### src/rtl/msg_streamer.sv
// Streams the fixed message "Hello, World!\r\n" to a UART TX over valid/ready
// each time an idle-state send pulse arrives, with optional idle gaps between bytes.
module msg_streamer #(
  parameter int GAP_CYCLES = 0,
  parameter int MSG_LEN    = 15
) (
  input  logic       clk,
  input  logic       rst,
  input  logic       send,
  input  logic       tx_ready,
  output logic [7:0] tx_data,
  output logic       tx_valid,
  output logic       busy,
  output logic       done
);

  localparam int IDX_W = (MSG_LEN > 1) ? $clog2(MSG_LEN) : 1;
  localparam int GAP_W = (GAP_CYCLES > 1) ? $clog2(GAP_CYCLES) : 1;
  localparam logic [IDX_W-1:0] LAST_IDX = IDX_W'(MSG_LEN - 1);
  localparam logic [GAP_W-1:0] GAP_LAST = GAP_W'((GAP_CYCLES > 0) ? GAP_CYCLES - 1 : 0);

  typedef enum logic [1:0] {
    IDLE = 2'd0,
    SEND = 2'd1,
    GAP  = 2'd2
  } state_t;

  state_t           state;
  logic [IDX_W-1:0] index;
  logic [GAP_W-1:0] gap_cnt;

  function automatic logic [7:0] rom(input logic [IDX_W-1:0] i);
    case (int'(i))
      0:       rom = 8'h48;
      1:       rom = 8'h65;
      2:       rom = 8'h6C;
      3:       rom = 8'h6C;
      4:       rom = 8'h6F;
      5:       rom = 8'h2C;
      6:       rom = 8'h20;
      7:       rom = 8'h57;
      8:       rom = 8'h6F;
      9:       rom = 8'h72;
      10:      rom = 8'h6C;
      11:      rom = 8'h64;
      12:      rom = 8'h21;
      13:      rom = 8'h0D;
      14:      rom = 8'h0A;
      default: rom = 8'h00;
    endcase
  endfunction

  // Message FSM; index already points at the next byte while waiting in GAP.
  always_ff @(posedge clk) begin
    if (rst) begin
      state    <= IDLE;
      index    <= '0;
      gap_cnt  <= '0;
      tx_data  <= 8'h00;
      tx_valid <= 1'b0;
      busy     <= 1'b0;
      done     <= 1'b0;
    end else begin
      done <= 1'b0;
      case (state)
        IDLE: begin
          if (send) begin
            state    <= SEND;
            index    <= '0;
            tx_data  <= rom('0);
            tx_valid <= 1'b1;
            busy     <= 1'b1;
          end
        end
        SEND: begin
          if (tx_valid && tx_ready) begin
            if (index == LAST_IDX) begin
              state    <= IDLE;
              index    <= '0;
              tx_valid <= 1'b0;
              busy     <= 1'b0;
              done     <= 1'b1;
            end else if (GAP_CYCLES == 0) begin
              index   <= index + IDX_W'(1);
              tx_data <= rom(index + IDX_W'(1));
            end else begin
              state    <= GAP;
              index    <= index + IDX_W'(1);
              gap_cnt  <= '0;
              tx_valid <= 1'b0;
            end
          end
        end
        GAP: begin
          if (gap_cnt == GAP_LAST) begin
            state    <= SEND;
            tx_data  <= rom(index);
            tx_valid <= 1'b1;
          end else begin
            gap_cnt <= gap_cnt + GAP_W'(1);
          end
        end
        default: begin
          state    <= IDLE;
          index    <= '0;
          tx_valid <= 1'b0;
          busy     <= 1'b0;
        end
      endcase
    end
  end

endmodule

### config.mk
export PLATFORM = sky130hd
export DESIGN_NAME = msg_streamer
export DESIGN_NICKNAME = d
export VERILOG_FILES = /design/src/rtl/msg_streamer.sv
export SDC_FILE = /design/constraint.sdc
export NUM_CORES = 1
export LEC_CHECK = 0
export CAP_MARGIN = 20
export CORE_MARGIN = 2
export CORE_UTILIZATION = 51
export DETAILED_ROUTE_END_ITERATION = 16
export HOLD_SLACK_MARGIN = 0.12
export PLACE_DENSITY = 0.74
export SLEW_MARGIN = 20
export SYNTH_ARGS = -nofsm -noshare
export SYNTH_HDL_FRONTEND = slang
export SYNTH_SLANG_ARGS = --single-unit
export TNS_END_PERCENT = 30
### constraint.sdc
create_clock -name clk -period 2.9 [get_ports clk]
set_clock_uncertainty 0.05 [all_clocks]
set_input_delay 0.725 -clock clk [delete_from_list [all_inputs] [get_ports clk]]
set_output_delay 0.725 -clock clk [all_outputs]
set_load 0.02 [all_outputs]
Word-level counts from Yosys, hierarchy flattened
Memories as Yosys holds them, arrays and structs flattened. A register that Yosys moved wholly into a read port is not among the register bits. Index checks and enable logic that the tools add are counted.

Output and inout bits: 11. Memories kept: 2. Register bits: 18. Logic and storage cells: 54. Bits in read-only memories: 224.

Muxes and demuxes: 24. $add $sub $neg: 2. Equal/unequal tests: 8. Bitwise logic cells: 3. Reduce and logical (&&, ||, !) cells: 8.

Memories: (no name shown) (depth 16, width 7, read ports 1, clocked after memory_dff 0, write ports 0, RTL line 33) `case (int'(i))`; (no name shown) (depth 16, width 7, read ports 1, clocked after memory_dff 1, write ports 0, RTL line 33).

Operator list (count): two-way mux 8 bit (4); one-hot mux 8 bit (3 select lines) (1); two-way mux 4 bit (5); one-hot mux 4 bit (3 select lines) (1); != test 2 bit, second input constant (5); two-way mux 2 bit (4); AND reduction 4 bit (2); two-way mux 1 bit (6); one-hot mux 1 bit (3 select lines) (2); one-hot mux 2 bit (3 select lines) (1); AND reduction 5 bit (1); adder 4 x 1 -> 4 bit, second input constant (1); == test 4 bit, second input constant (1); NOT 1 bit (3); AND reduction 3 bit (1); nonzero test 3 bit (1); OR reduction 3 bit (1); == test 2 x 1 -> 1 bit, second input constant (1); == test 2 bit, second input constant (1); logical NOT 2 bit (1); adder 1 bit, second input constant (1); logical AND 1 bit (1).

Logic depth before layout (Yosys ltp)
Gate-level depths: netlist of the first run.

Depth after elaboration: 6. Depth in mapped cells: 7.

Least setup slack after synthesis of the first run
OpenSTA, ideal clock, no wires.

Path type: flip-flop to flip-flop. From: register index[0]. To: register tx_data[0]. Path slack: 0.848 ns. Period minus slack after synthesis: 2.052 ns. Library setup time: 0.069 ns. Arrival: 1.933 ns. Required time: 2.781 ns. Stages on the path, launching flop included: 8. Cells stage by stage: dfxtp_1 > inv_1 > ha_1 > and3_1 > buf_6 > or3_4 > o41a_1 > o21ai_1.

Longest elaborated chain between the ends: 5. Elaborated cells on any way between the ends: 8. Classes of those cells: 1 x add/sub; 2 x eq/ne; 3 x mux; 1 x reduce/logical; 1 x memory.

Ends and longest elaborated chain: start, declared (RTL line 29) `logic [IDX_W-1:0] index;`; start signal, assigned (RTL line 84) `index <= index + IDX_W'(1);`; start signal, assigned (RTL line 88) `index <= index + IDX_W'(1);`; adder 4 x 1 -> 4 bit; memory (16 x 7 bit); two-way mux 8 bit (RTL line 77) `if (index == LAST_IDX) begin`; two-way mux 8 bit (RTL line 76) `if (tx_valid && tx_ready) begin`; one-hot mux 8 bit (3 select lines) (RTL line 65) `case (state)`; end signal, assigned (RTL line 70) `tx_data <= rom('0);`; end signal, assigned (RTL line 85) `tx_data <= rom(index + IDX_W'(1));`; end signal, assigned (RTL line 97) `tx_data <= rom(index);`; end, declared (RTL line 11) `output logic [7:0] tx_data,`.

Several ways; a longest one is shown, not always the timed one. The select of a mux whose other input is x is not followed. A chain may end at the register's enable or synchronous reset.

Worst setup path after layout of the first run
From: register index[1]. To: register tx_data[0].

The elaborated chain is that of the path after synthesis.

==> results.yml, run 1 <==
final_layout:
  nets: 127
  stdcell_count: 131
  n_antenna_cell: 0
  post-route-util_pct: 60.81
  syn2layout_area_growth_pct: 15.63
  drive_gt1_share_pct: 6.140
worst_setup_path:
  path_class: "flop to flop"
  endpoint_kind: "flop"
  critPathLaunchType: "flop"
  required_ns: 3.06
  crit_fanout: 12
  worstRegToRegCells: 6
  arrival_ns: 2.49
pwr:
  leakagePower_nw: 0.4400
  power_frac_seq_pct: 52.2
  combPwrFrac_pct: 17.6
  fin_total_pwr_mw: 0.3662
  clkPwrFrac_pct: 30.3
  p_int_mw: 0.2679
  p_sw_mw: 0.09831
  switching_share_pct: 26.84
  irDropWorstVdd_mv: 0.3135
  power_density_mw_per_mm2: 356.5
sta:
  rsz0062_at_grt: "false"
  finalSetupViolCount: 0
  setup_ws_ns: 0.5717
  finalCriticalPeriod_ns: 2.328
  fin_crit_sh_pct: 80.29
  relSlewSlack_pct: 66.71
  setup_tns_ns: 0
  slew_viol_final: 0
  hold_viol_final: 0
  fmax_mhz: 429.5
  worst_pin_slew_ns: 0.4986
synth:
  synth-main-ff-cell: "dfxtp_1"
  synth.area.top_cells: "dfxtp_1 (29%), ha_1 (11%), nor2_1 (5.1%)"
  ys_ff_latch: 13
  synth_edf_count: 0
  synth_fp_nets: 115
  synth_cell_types: 45
  yosysMostFrequentCell: "dfxtp_1"
  yosysTopAreaCell: "dfxtp_1"
  netlist_top_cells_count: "dfxtp_1 (13), nor2_1 (12), ha_1 (8)"
  seq_area_frac_synth_pct: 29.30
  synth_top_area_share_pct: 29.30
  synth_cells: 103
  syn_area_sq_um: 888.4
  ys_async_sr_fraction_pct: 0
  yosys_warnings: 0
  syn_avg_cell_area_sq_um: 8.625
grt:
  grt_max_degree: 15
  grt_overflow_total: 0
  grt_usage_pct: 19.69
  antenna_found_initial: 0
  grt_pass1_vias: 647
  grt_pass1_wl_microns: 2891
place:
  hpwl_microns: 1389
  io_buffers: 13
  gp_congestion: 0.9219
  dp_cells: 127
  dp_slack_ns: 0.5297
route:
  first_iter_violations: 27
  wl_microns: 1803
  drtPass1Iterations: 4
  num_vias: 782
  via_per_inst: 5.969
  final_antenna_net_count: 0
  wl_per_cell_microns: 13.76
  drc: 0
clock_tree:
  cts_tree: "done"
  insertion_delay_ns: 0.27
  htreeDepth: 1
  cts_root_buf: "clkbuf_4"
  cts_buffers: 3
  cts_setup_buffers: 0
  hold_buffers: 0
  clock-sinks: 13
  clkTransAtPathRegs_ns: 0.08
  cts_resized: 0
  clockBufferDepth: 2
floorplanning:
  ios: 15
  initial_core_util_pct: 52.59
  die-area_sq_mm: 0.002092
  die_x_microns: 45.74
  die_y_microns: 45.74
  rows: 15
  core_area_sq_mm: 0.001689
run_status:
  outcome: "finished clean"
worst_hold_path:
  min_path_cells: 1
  min_path_type: "flop to flop"
flow_run:
  cap_violations: 0
## power groups by stage
stage,Sequential (mW),Combinational [mW],Clock (mW)
after global placement,0.195,0.0634,0
after floorplan,0.202,0.0347,0
after CTS,0.191,0.0644,0.113
final,0.191,0.0644,0.111
after detailed placement,0.195,0.0643,0
after global routing,0.192,0.0698,0.124
## metrics by stage
stage	hold slack, ns	area (sq um)
after global routing	0.4388	1027
after detailed placement	0.4085	1001
after global placement	0.4042	1001
final	0.4160	1027
after CTS	0.4213	1027
after floorplan	0.4492	888.4
## final timing paths
kind	endpoint	from	slack, ns
max reg2reg	tx_data[0]	index[1]	0.57
max	tx_data[0]	index[1]	0.57
min	tx_data[5]	tx_data[5]	0.42
min reg2reg	tx_data[5]	tx_data[5]	0.42
## critical path, stage by stage, from the launching register on
cell and delay (ns):
dfxtp_1 0.50, ha_1 0.28, inv_1 0.07, ha_1 0.42
or3_4 0.46, o41a_1 0.41, o21ai_1 0.07
## flip-flops by register name, indices dropped and copies added (netlist names)
register and count:
tx_data 7, index 4, done 1, tx_valid 1
## metal layers
layer	part of all wire [%]	vias up	GRT usage, %
met1	45	356	23.98
li1	-	394	-
met4	2.0	0	11.43
met5	0	-	0
met2	46	28	31.27
met3	6.9	4	4.762
## layout by cell type (no fill, tap or decap), types with 2 or more instances in the layout
cell	n
dfxtp_1	13
clkdlybuf4s50_1	13
nor2_1	12
ha_1	8
inv_1	6
nand2_1	6
a21oi_1	4
mux2i_1	4
nor3_1	4
nand3_1	3
clkbuf_4	3
a22o_1	2
nand3b_1	2
a211o_1	2
nand2b_1	2
a22oi_1	2
## area by class of cell
cell class,instances,area [sq um]
clock buffer,4,26.28
fill,153,661.9
inverter,6,22.52
multi-input combinational,78,566.8
sequential,13,260.3
tap,17,21.27
timing repair buffer,13,130.1
## logic make-up (layout without fill, tap and decap cells)
family | count (synthesis) | count (layout) | share of synthesized area, %
flops | 13 | 13 | 29.30
simple gates | 37 | 37 | 21.83
xor+xnor | 2 | 2 | 2.818
compound gates | 25 | 25 | 21.69
mux | 5 | 5 | 5.775
other cells | 1 | 1 | 0.4221
fa+ha+maj | 8 | 8 | 11.27
buf+inv | 12 | 23 | 6.900
No activity file was read; power rests on OpenSTA's default activity.
==> run 2, diff against run 1 <==
==> constraint.sdc (replaced) <==
create_clock -name clk -period 2.25 [get_ports clk]
set_clock_uncertainty 0.05 [all_clocks]
set_input_delay 0.5625 -clock clk [delete_from_list [all_inputs] [get_ports clk]]
set_output_delay 0.5625 -clock clk [all_outputs]
set_load 0.02 [all_outputs]
==> run 2 against run 1 <==
Against the previous run:
- non-clock buffer count grew 8
- setup slack got worse by 0.42 ns
- final cell count grew 6.1%
- utilization grew 3.6 points
- critical path type unchanged
- largest cell class unchanged
==> results.yml, run 2 (synthesis results as in run 1) <==
floorplanning:
  die_x_microns: 45.74
  die-area_sq_mm: 0.002092
  core_area_sq_mm: 0.001689
  die_y_microns: 45.74
  initial_core_util_pct: 52.59
  ios: 15
  rows: 15
worst_setup_path:
  critPathLaunchType: "flop"
  critPathMaxStageDelay_ns: 0.48
  required_ns: 2.43
  crit_fanout: 7
  path_class: "flop to flop"
  endpoint_kind: "flop"
  path_delay_family: "adder cells"
  crit_slowest_cell: "dfxtp_1"
  arrival_ns: 2.28
  critPathBufInv: 1
  path_common_cell: "ha_1"
  critical_path.cell_chain: "ha_1 > inv_1 > ha_1 > or3_4 > o41a_1 > o21ai_1"
place:
  gp_congestion: 0.8831
  io_buffers: 13
  hpwl_microns: 1499
  dp_slack_ns: 0.1377
sta:
  hold_viol_final: 0
  fin_crit_sh_pct: 93.32
  finalCriticalPeriod_ns: 2.100
  fmax_mhz: 476.3
  whs_ns: 0.4219
  setup_tns_ns: 0
  rsz0062_at_grt: "false"
  slew_viol_final: 0
  setup_ws_ns: 0.1503
  finalSetupViolCount: 0
grt:
  antenna_found_initial: 0
  grt_overflow_total: 0
  grt_usage_pct: 21.83
  grt_max_degree: 15
  grt_pass1_wl_microns: 3243
  grt_pass1_vias: 750
clock_tree:
  cts_setup_buffers: 0
  cts_root_buf: "clkbuf_4"
  hold_buffers: 0
  htreeDepth: 1
  cts_tree: "done"
  cts_buffers: 3
  clockBufferDepth: 2
  insertion_delay_ns: 0.29
  clkTransAtPathRegs_ns: 0.08
  clock-sinks: 13
  cts_resized: 0
pwr:
  p_int_mw: 0.3497
  p_sw_mw: 0.1354
  switching_share_pct: 27.92
  irDropWorstVdd_mv: 0.4360
  leakagePower_nw: 0.4781
  combPwrFrac_pct: 18.2
  power_frac_seq_pct: 50.7
  power_density_mw_per_mm2: 446.2
  clkPwrFrac_pct: 31.1
final_layout:
  drive_gt1_share_pct: 12.30
  n_antenna_cell: 0
  nets: 135
  regMostFlops: "tx_data"
  syn2layout_area_growth_pct: 22.39
  final_cell_mix: "dfxtp_1 (13), clkdlybuf4s50_1 (13), nor2_1 (12)"
  top_regs: "tx_data x7, index x4"
  largest_reg_flops: 7
  post-route-util_pct: 64.37
route:
  wl_microns: 1918
  drc: 0
  wl_per_cell_microns: 13.80
  drtPass1Iterations: 4
  final_antenna_net_count: 0
  num_vias: 815
  first_iter_violations: 17
  via_per_inst: 5.863
run_status:
  outcome: "finished clean"
flow_run:
  cap_violations: 0
worst_hold_path:
  min_path_type: "flop to flop"
run 2: cell count changes in the layout (fill, tap and decap cells not counted), sizes merged:
cell and change:
buf +8
run 2: area by class of cell:
| class | count | area (sq um) |
|---|---|---|
| inverter | 6 | 22.52 |
| fill | 147 | 601.8 |
| multi-input combinational | 78 | 566.8 |
| clock buffer | 4 | 26.28 |
| tap | 17 | 21.27 |
| sequential | 13 | 260.3 |
| timing repair buffer | 21 | 190.2 |
run 2: layer usage:
metal / share of wire [%] / global-route usage, % / up-vias
li1: - / - / 407
met1: 45 / 26.51 / 367
met2: 47 / 34.65 / 36
met3: 7.1 / 6.746 / 5
met4: 1.4 / 10.86 / 0
met5: 0 / 0 / -
run 2: path summary, 6_finish.rpt:
| path | to | slack [ns] | cells past startpoint | startpoint |
|---|---|---|---|---|
| setup / recovery | tx_data[0] | 0.15 | 6 | index[0] |
| hold / removal | tx_data[5] | 0.42 | 1 | tx_data[5] |
| hold reg to reg | tx_data[5] | 0.42 | 1 | tx_data[5] |
| setup reg to reg | tx_data[0] | 0.15 | 6 | index[0] |
run 2: through the flow:
| stage | power, mW | cells | instance area, sq um |
|---|---|---|---|
| final | 0.4851 | 139 | 1087 |
| after global routing | 0.5099 | 139 | 1087 |
| after CTS | 0.4872 | 139 | 1087 |
| after detailed placement | 0.3395 | 135 | 1061 |
| after global placement | 0.3379 | 135 | 1061 |
| after floorplan | 0.3046 | 103 | 888.4 |
run 2: worst reg2reg max path, stage by stage (launching register included):
cell and delay (ns):
dfxtp_1 0.48, ha_1 0.23, inv_1 0.06, ha_1 0.31
or3_4 0.43, o41a_1 0.41, o21ai_1 0.07
run 2: power groups by stage:
| stage | combinational (mW) | clock [mW] | sequential, mW |
|---|---|---|---|
| final | 0.0882 | 0.151 | 0.246 |
| after global routing | 0.0962 | 0.166 | 0.248 |
| after CTS | 0.0882 | 0.153 | 0.246 |
| after detailed placement | 0.0879 | 0 | 0.252 |
| after global placement | 0.0866 | 0 | 0.251 |
| after floorplan | 0.0447 | 0 | 0.260 |
==> run 3, diff against run 2 <==
--- a/config.mk
+++ b/config.mk
@@ -5,12 +5,15 @@
 export SDC_FILE = /design/constraint.sdc
 export NUM_CORES = 1
 export LEC_CHECK = 0
+export ABC_AREA = 1
 export CAP_MARGIN = 20
-export CORE_MARGIN = 2
-export CORE_UTILIZATION = 51
+export CELL_PAD_IN_SITES_DETAIL_PLACEMENT = 2
+export CELL_PAD_IN_SITES_GLOBAL_PLACEMENT = 2
+export CORE_MARGIN = 10
+export CORE_UTILIZATION = 28
 export DETAILED_ROUTE_END_ITERATION = 16
 export HOLD_SLACK_MARGIN = 0.12
-export PLACE_DENSITY = 0.74
+export PLACE_DENSITY = 0.73
 export SLEW_MARGIN = 20
 export SYNTH_ARGS = -nofsm -noshare
 export SYNTH_HDL_FRONTEND = slang
==> run 3 against run 2 <==
Against the previous run:
- sequential share of layout area increased by 1.0 points
- largest cell class unchanged
- register-to-register slack improved by 0.08 ns
- area after synthesis decreased by 4.2%
- utilization decreased by 27 points
- routed wire length increased by 37%
- largest power group unchanged
- critical path depth increased by 3
- flip-flop and latch count unchanged
- sequential power about the same
- fmax increased by 3.7%
- worst hold slack improved by 0.029 ns
- synthesized cell count increased by 15%
- global-route usage decreased by 11 points
==> results.yml, run 3 <==
worst_setup_path:
  arrival_ns: 2.16
  critPathLaunchType: "flop"
  path_class: "flop to flop"
  reg2reg_from: "index[0]"
  required_ns: 2.38
  critPathMaxStageDelay_ns: 0.51
  crit_fanout: 9
  endpoint_kind: "flop"
  critical_path.cell_chain: "ha_1 > inv_1 > ha_1 > inv_2 > or2_0 > nand2_1 > nand2_1 > nand3_2 > a21oi_2"
  crit_slowest_cell: "dfxtp_1"
  cp-startpoint: "index[0]"
synth:
  syn_area_sq_um: 850.8
  ys_ff_latch: 13
  seq_area_frac_synth_pct: 30.59
  yosys_warnings: 0
  synth_cell_types: 21
  synth.area.top_cells: "dfxtp_1 (31%), nand2_1 (13%), ha_1 (12%)"
  yosysMostFrequentCell: "nand2_1"
  synth_cells: 118
  syn_avg_cell_area_sq_um: 7.210
  netlist_top_cells_count: "nand2_1 (29), dfxtp_1 (13), nand3_1 (13)"
  yosysTopAreaCell: "dfxtp_1"
  ys_async_sr_fraction_pct: 0
  synth-main-ff-cell: "dfxtp_1"
  synth_edf_count: 0
  synth_fp_nets: 130
  synth_top_area_share_pct: 30.59
clock_tree:
  cts_tree: "done"
  htreeDepth: 1
  cts_resized: 0
  clock-sinks: 13
  clockBufferDepth: 2
  insertion_delay_ns: 0.30
  hold_buffers: 0
  cts_setup_buffers: 0
  clkTransAtPathRegs_ns: 0.10
  cts_buffers: 3
  cts_root_buf: "clkbuf_4"
route:
  final_antenna_net_count: 0
  first_iter_violations: 21
  wl_per_cell_microns: 15.96
  num_vias: 835
  via_per_inst: 5.061
  drtPass1Iterations: 4
  drc: 0
  wl_microns: 2633
floorplanning:
  core_area_sq_mm: 0.002829
  ios: 15
  die-area_sq_mm: 0.005644
  rows: 19
  initial_core_util_pct: 30.08
  die_x_microns: 75.13
  die_y_microns: 75.13
sta:
  setup_tns_ns: 0
  finalSetupViolCount: 0
  hold_viol_final: 0
  rsz0062_at_grt: "false"
  fin_crit_sh_pct: 89.97
  finalCriticalPeriod_ns: 2.024
  slew_viol_final: 0
  fmax_mhz: 494.0
final_layout:
  top_regs: "tx_data x7, index x4"
  nets: 147
  n_antenna_cell: 0
  syn2layout_area_growth_pct: 22.65
  final_common_cell: "nand2_1"
  filler_cell_count: 364
  largest_reg_flops: 7
  regMostFlops: "tx_data"
  drive_gt1_share_pct: 16.42
  fin_area_sq_mm: 0.001044
  final_cell_mix: "nand2_1 (29), nand3_1 (13), dfxtp_1 (13), clkdlybuf4s50_1 (13), inv_1 (11)"
grt:
  grt_usage_pct: 10.65
  grt_use_met2_pct: 19.24
  grt_overflow_total: 0
  grt_max_degree: 12
  grtUsageMet3_pct: 3.548
  met1_usage_pct: 11.72
  antenna_found_initial: 0
  grt_pass1_wl_microns: 4547
  grt_pass1_vias: 923
  grt-busiest-layer: "met2"
pwr:
  switching_share_pct: 31.62
  leakagePower_nw: 0.4194
  p_sw_mw: 0.1595
  p_int_mw: 0.3449
  irDropWorstVdd_mv: 0.3270
  fin_total_pwr_mw: 0.5044
  combPwrFrac_pct: 19.8
  clkPwrFrac_pct: 31.2
  power_density_mw_per_mm2: 483.3
  power_frac_seq_pct: 49.1
run_status:
  outcome: "finished clean"
flow_run:
  cap_violations: 0
worst_hold_path:
  min_path_type: "flop to flop"
  holdCritStartpoint: "tx_data[0]"
place:
  gp_congestion: 0.7961
  hpwl_microns: 2144
  io_buffers: 13
  dpl_cell_area_sq_mm: 0.001016
run 3: changes by cell type after synthesis, sizes merged, moves of 3 or more:
| cell | delta |
|---|---|
| o21ai | +8 |
| mux2i | -4 |
| a21oi | +9 |
| nand2 | +26 |
| inv | +8 |
| nand3 | +15 |
| nor3 | -3 |
| nor2 | -10 |
run 3: final timing paths:
check / cells past startpoint / slack, ns / endpoint
worst min-delay path: 2 / 0.45 / tx_data[0]
worst min register to register: 2 / 0.45 / tx_data[0]
worst max-delay path: 9 / 0.23 / tx_data[0]
worst max register to register: 9 / 0.23 / tx_data[0]
run 3: per-stage QoR:
stage / hold slack [ns] / setup slack, ns / util (%) / std cells
floorplan: 0.4541 / 0.4704 / - / 118
global placement: 0.4345 / 0.3844 / 35.91 / 161
detailed placement: 0.4410 / 0.2486 / 35.91 / 161
CTS: 0.4530 / 0.2161 / 36.89 / 165
global route: 0.4782 / 0.01938 / 36.89 / 165
finish: 0.4508 / 0.2257 / 36.89 / 165
run 3: kinds of logic after synthesis:
group / after synthesis / synth area share (%)
AND/OR/NAND/NOR: 56 / 32.79
other: 1 / 0.4408
flip-flops: 13 / 30.59
adder cells (fa/ha/maj): 8 / 11.77
buffers and inverters: 17 / 8.676
AO/OA/AOI/OAI: 23 / 15.73
run 3: metal layers:
layer,part of all wire (%),vias up
met5,0,-
li1,-,415
met4,0.99,0
met2,54,16
met1,40,400
met3,5.2,4
run 3: area by class of cell:
type	instances	area (sq um)	share of cell area, %
clock buffers	3	22.52	2.158
clock inverters	1	5.005	0.4796
inverters	14	55.05	5.276
multi-input cells	88	516.7	49.52
flip-flops and latches	13	260.3	24.94
well taps	31	38.79	3.717
repair buffers	15	145.1	13.91
run 3: power by group through the flow:
stage	clock network, mW	registers (mW)	logic, mW
2_1_floorplan	0	0.262	0.0513
3_3_place_gp	0	0.252	0.0993
3_5_place_dp	0	0.253	0.102
4_1_cts	0.163	0.248	0.103
5_1_grt	0.176	0.250	0.111
6_report	0.157	0.247	0.0998
run 3: critical path: cells and delay by family, from the launching register on:
kind                       cells  cell delay, ns
AOI/OAI and AO/OA              1            0.04
adders and majority gates      2            0.71
buffers and inverters          2            0.20
DFF                            1            0.51
and+or+nand+nor                4            0.40
